==> src/rtl/sar_adc_pkg.sv <==
// Shared definitions for the SAR ADC controller: FSM state encoding and
// default conversion parameters.
package sar_adc_pkg;

    localparam int NBITS_DEF      = 8;
    localparam int SAMPLE_CYC_DEF = 2;
    localparam int CNT_W          = 4;

    typedef enum logic [2:0] {
        ST_IDLE   = 3'd0,
        ST_SAMPLE = 3'd1,
        ST_SETTLE = 3'd2,
        ST_CMP    = 3'd3,
        ST_DONE   = 3'd4
    } sar_state_t;

endpackage

==> src/rtl/sar_bit_reg.sv <==
// Successive-approximation register: trial-bit pointer, code update from the
// comparator decision, and the sticky unresolved-decision flag.
module sar_bit_reg
    import sar_adc_pkg::*;
#(
    parameter int NBITS = NBITS_DEF
) (
    input  logic             CLK,
    input  logic             RST,
    input  logic             clr,
    input  logic             load,
    input  logic             decide,
    input  logic             cmp_outp,
    input  logic             cmp_outn,
    output logic [NBITS-1:0] code,
    output logic             last,
    output logic [NBITS-1:0] code_nxt,
    output logic             err_nxt
);

    localparam int PW = $clog2(NBITS);

    logic [PW-1:0] ptr;
    logic [PW-1:0] ptr_nxt;
    logic          err_flag;

    assign last = (ptr == '0);

    // A decision resolves bit ptr and, in the same edge, raises the next trial bit.
    always_comb begin
        code_nxt = code;
        ptr_nxt  = ptr;
        err_nxt  = err_flag;
        if (clr) begin
            code_nxt = '0;
            err_nxt  = 1'b0;
        end else if (load) begin
            code_nxt          = '0;
            code_nxt[NBITS-1] = 1'b1;
            ptr_nxt           = PW'(NBITS - 1);
        end else if (decide) begin
            code_nxt[ptr] = cmp_outp & ~cmp_outn;
            if (cmp_outp == cmp_outn)
                err_nxt = 1'b1;
            if (ptr != '0) begin
                code_nxt[ptr - 1'b1] = 1'b1;
                ptr_nxt              = ptr - 1'b1;
            end
        end
    end

    always_ff @(posedge CLK or posedge RST) begin
        if (RST) begin
            code     <= '0;
            ptr      <= PW'(NBITS - 1);
            err_flag <= 1'b0;
        end else begin
            code     <= code_nxt;
            ptr      <= ptr_nxt;
            err_flag <= err_nxt;
        end
    end

endmodule

==> src/rtl/sar_adc_ctrl.sv <==
// SAR ADC conversion sequencer: sampling, per-bit settle/compare timing and
// result reporting; the code itself lives in sar_bit_reg.
//
// state  | meaning
// IDLE   | waiting for start, DAC code parked at zero
// SAMPLE | track-and-hold tracking for SAMPLE_CYC cycles
// SETTLE | DAC settling on the current trial code
// CMP    | comparator evaluating the current trial code
// DONE   | one-cycle result strobe
module sar_adc_ctrl
    import sar_adc_pkg::*;
#(
    parameter int NBITS      = NBITS_DEF,
    parameter int SAMPLE_CYC = SAMPLE_CYC_DEF
) (
    input  logic             CLK,
    input  logic             RST,
    input  logic             start,
    input  logic             cmp_outp,
    input  logic             cmp_outn,
    output logic             cmp_clk,
    output logic             sample,
    output logic [NBITS-1:0] dac_code,
    output logic             busy,
    output logic             done,
    output logic [NBITS-1:0] result,
    output logic             err
);

    sar_state_t       state;
    logic [CNT_W-1:0] cnt;
    logic             clr;
    logic             load;
    logic             decide;
    logic             last;
    logic [NBITS-1:0] code_nxt;
    logic             err_nxt;

    // Leaving DONE always clears the code so dac_code reads zero in IDLE/SAMPLE.
    assign clr    = ((state == ST_IDLE) && start) || (state == ST_DONE);
    assign load   = (state == ST_SAMPLE) && (cnt == '0);
    assign decide = (state == ST_CMP);

    sar_bit_reg #(.NBITS(NBITS)) u_sar (
        .CLK      (CLK),
        .RST      (RST),
        .clr      (clr),
        .load     (load),
        .decide   (decide),
        .cmp_outp (cmp_outp),
        .cmp_outn (cmp_outn),
        .code     (dac_code),
        .last     (last),
        .code_nxt (code_nxt),
        .err_nxt  (err_nxt)
    );

    always_ff @(posedge CLK or posedge RST) begin
        if (RST) begin
            state   <= ST_IDLE;
            cnt     <= '0;
            sample  <= 1'b0;
            cmp_clk <= 1'b0;
            busy    <= 1'b0;
            done    <= 1'b0;
            result  <= '0;
            err     <= 1'b0;
        end else begin
            done <= 1'b0;
            case (state)
                ST_IDLE, ST_DONE: begin
                    if (start) begin
                        state  <= ST_SAMPLE;
                        cnt    <= CNT_W'(SAMPLE_CYC - 1);
                        sample <= 1'b1;
                        busy   <= 1'b1;
                    end else begin
                        state <= ST_IDLE;
                    end
                end
                ST_SAMPLE: begin
                    if (cnt == '0) begin
                        state  <= ST_SETTLE;
                        sample <= 1'b0;
                    end else begin
                        cnt <= cnt - 1'b1;
                    end
                end
                ST_SETTLE: begin
                    state   <= ST_CMP;
                    cmp_clk <= 1'b1;
                end
                ST_CMP: begin
                    cmp_clk <= 1'b0;
                    if (last) begin
                        state  <= ST_DONE;
                        busy   <= 1'b0;
                        done   <= 1'b1;
                        result <= code_nxt;
                        err    <= err_nxt;
                    end else begin
                        state <= ST_SETTLE;
                    end
                end
                default: begin
                    state   <= ST_IDLE;
                    sample  <= 1'b0;
                    cmp_clk <= 1'b0;
                    busy    <= 1'b0;
                end
            endcase
        end
    end

endmodule
==> config.mk <==
export PLATFORM = sky130hd
export DESIGN_NAME = sar_adc_ctrl
export DESIGN_NICKNAME = d
export VERILOG_FILES = /design/src/rtl/sar_adc_pkg.sv /design/src/rtl/sar_bit_reg.sv /design/src/rtl/sar_adc_ctrl.sv
export SDC_FILE = /design/constraint.sdc
export NUM_CORES = 1
export LEC_CHECK = 0
export BUFFER_PORTS_ARGS = -buffer_cell sky130_fd_sc_hd__buf_2
export CAP_MARGIN = 20
export CORE_ASPECT_RATIO = 0.75
export CORE_MARGIN = 4
export CORE_UTILIZATION = 58
export CTS_BUF_LIST = sky130_fd_sc_hd__clkbuf_8
export CTS_CLUSTER_SIZE = 20
export DETAILED_ROUTE_END_ITERATION = 16
export PLACE_DENSITY = 0.81
export SETUP_SLACK_MARGIN = 0.15
export SYNTH_ARGS = -nofsm -noshare
export SYNTH_HDL_FRONTEND = slang
export SYNTH_SLANG_ARGS = --single-unit
==> constraint.sdc <==
create_clock -name CLK -period 1.7 [get_ports CLK]
set_input_delay 0.34 -clock CLK [delete_from_list [all_inputs] [get_ports CLK]]
set_output_delay 0.34 -clock CLK [all_outputs]
set_load 0.01 [all_outputs]
==> reports/metrics.csv <==
metric;value;unit
peakVddDrop;0.00122;V
p_total;0.00521;W
grt_max_degree;33;
max_freq;604;MHz
tightest_slew;403;ps
crit_required;1890;ps
fp.coreArea;2740;um2
cp-startpoint;u_sar.ptr[0];
cts_tree;done;
synth_simple_gate_area_share;22.8;%
seqPwrFrac;28.1;%
vias_per_cell;6.21;
syn_inst;167;
maxSlewHeadroom;73.1;%
hold_viol_final;0;
wire_per_inst;20.3;um
period_needed;1660;ps
clk_pin_slew_worst_paths;70;ps
die_area;3960;um2
hp-class;primary input to async pin;
synth_compound_area_share;14.4;%
htree_levels;2;
antenna_found_initial;0;
vias;1597;
clock_skew;11.9;ps
synthXorXnorAreaFrac;0.503;%
combPwrFrac;56.4;%
synth-edff-count;0;
crit_chain;inv_4 -> ha_4 -> nor2b_4 -> nor3_2 -> nand2_1 -> a21oi_1;
power.switching;0.00222;W
grt_pass1_vias;1432;
critPathMaxStageDelay;570;ps
clock-sinks;32;
clock_insertion_delay_worst_skew;290;ps
timing.rr.start;u_sar.ptr[0];
yosysWarnings;0;
boundaryPins;26;
grt_util_all_layers;22.7;%
dieHeight;55.5;um
diodes;0;
p_leak;1.13;nW
syn_nets;177;
drive_above_1_share;51.1;%
grt-ovfl-total;0;
initial_core_util;63.5;%
synthToLayoutAreaGrowth;37.5;%
dp_hpwl;2.60;mm
ys.flop_type;dfrtp_1;
drc;0;
worstPathMaxFanout;5;
dp_cells;230;
synth_top_family_by_area;simple AND/OR/NAND/NOR gates;
nets;230;
grt_pass1_wl;7.11;mm
worstPathArrival;1850;ps
drtIter0Drc;129;
cts.path.max_buffers;2;
first_pass_iters;5;
n_fill_cell;124;
rsz0062_at_grt;true;
yosysSeqAreaShare;46.2;%
p_clk_share;15.5;%
startpoint_type;register;
synth_seq_cells;32;
cap_viol_max_count;0;
ant_nets;0;
min_period_over_period;97.4;%
crit_path_top_delay_cell;dfstp_2;
numCtsBuffers;5;
rows;16;
setup_violations;0;
fin_cells;257;
die_w;71.3;um
async_flop_share;100;%
muxShareOfSynthArea;6.32;%
yosys.area_share.adder;4.16;%
crit_type;register to register;
endpoint_kind;register;
maxSlewViolCount;0;
netlist_area;1740;um2
swShare;42.7;%
outcome;complete, no violations;
syn-mean-instance-area;10.4;um2
drt-total-wl;5.21;mm
reg2reg_slack;40;ps
power.density;2170;nW/um2
port-buffer-count;25;
root_buffer;clkbuf_8;
synth_cell_types;48;
gp_congestion;0.870;
internal-power;0.00298;W
## final timing paths
path	to	depth (start not counted)
worst max-delay path	u_sar.code[3]	6
worst min-delay path	u_sar.code[3]	3
worst max register to register	u_sar.code[3]	6
worst min register to register	result[5]	2
max in group asynchronous	u_sar.ptr[1]	3
min in group CLK	sample	3
## power by group through the flow
stage	Combinational (W)	Sequential (W)	Clock [W]
finish	0.00294	0.00146	0.000806
global route	0.00310	0.00149	0.000845
CTS	0.00236	0.00142	0.000799
detailed placement	0.00203	0.00144	0
global placement	0.00195	0.00142	0
floorplan	0.00145	0.00147	0
## stage by stage
stage	utilization, %	hold WS, ps	worst slack [ps]	instance area [um2]	TNS, ps
after floorplan	-	454	119	1760	0
after global placement	70.8	437	55.8	1940	0
after detailed placement	70.8	441	-18.3	1940	-18.3
after CTS	80.5	139	131	2210	0
after global routing	87.4	191	10.5	2400	0
final	87.4	123	44.8	2400	0
## cell usage in the layout (no fill, tap or decap), drive strengths merged, types with 4 or more instances in the layout
cell type  Yosys  final
clkbuf         1      7
nand3          6      6
inv           11     11
dfrtp         29     29
ha             5      5
nor3b          4      4
nor3           6      6
nand2         16     16
nor2           8      8
o21ai         13     13
mux2i          5      5
a21oi         12     12
mux2           5      5
nor2b          4      4
nor4           6      6
buf            6     53
## cell type report
type / instances / area, um2 / share of cell area, %
clock inverters: 1 / 30.0 / 1.25
repair buffers: 53 / 352 / 14.7
well taps: 36 / 45.0 / 1.88
clock buffers: 7 / 96.3 / 4.02
inverters: 11 / 48.8 / 2.04
flip-flops and latches: 32 / 812 / 33.9
multi-input cells: 117 / 1010 / 42.2
## flip-flops by register name, summed over array words and instances (netlist names)
name and count:
cmp_clk 1, busy 1, u_sar.ptr 3, state 3, sample 1, result 8, u_sar.code 8, cnt 4
u_sar.err_flag 1, done 1, err 1
## critical path, delay by kind of cell, from the launching register on
family	cells	cell delay (ps)
buffers and inverters	1	70
and+or+nand+nor	3	530
adders and majority gates	1	180
AOI/OAI and AO/OA	1	220
DFF	1	570
## per-layer routing
metal / vias up / routed length [um] / track usage [%]
met4: 0 / 70 / 4.83
met1: 787 / 2250 / 32.2
met5: - / 0 / 0
met3: 14 / 368 / 5.62
met2: 98 / 2530 / 35.2
li1: 698 / - / -
## cell usage after synthesis, types with 2 or more instances
cell	count	area (um2)
a21oi_1	10	50.1
nor3_1	6	30.0
nand2b_4	2	27.5
nor2b_1	4	25.0
inv_2	3	11.3
nand2_1	15	56.3
and3b_1	2	17.5
and3_1	2	12.5
nand4_1	2	12.5
nand3_1	6	30.0
ha_1	5	62.6
dfstp_2	3	78.8
mux2_1	3	33.8
nor2_1	7	26.3
buf_6	3	33.8
dfrtp_1	29	726
o21a_1	3	22.5
mux2i_1	5	50.1
inv_1	8	30.0
nor4_1	2	12.5
buf_4	2	15.0
a21o_1	3	22.5
o21ai_1	9	45.0
nor3b_1	3	22.5
o21ai_0	4	20.0
nor4_2	4	50.1
## repair_timing
action | in CTS | in global routing
gates resized for setup | 17 | 24
pin swaps | 4 | 9
hold buffers | 0 | 0
setup endpoints to repair | 18 | 26
setup buffers | 8 | 11
## logic make-up after synthesis
| group | Yosys count |
|---|---|
| XOR/XNOR | 1 |
| multiplexers | 10 |
| flip-flops | 32 |
| adder cells (fa/ha/maj) | 6 |
| AO/OA/AOI/OAI | 38 |
| buffers and inverters | 18 |
| AND/OR/NAND/NOR | 62 |
Note: power is estimated with default switching activity, not from simulation.
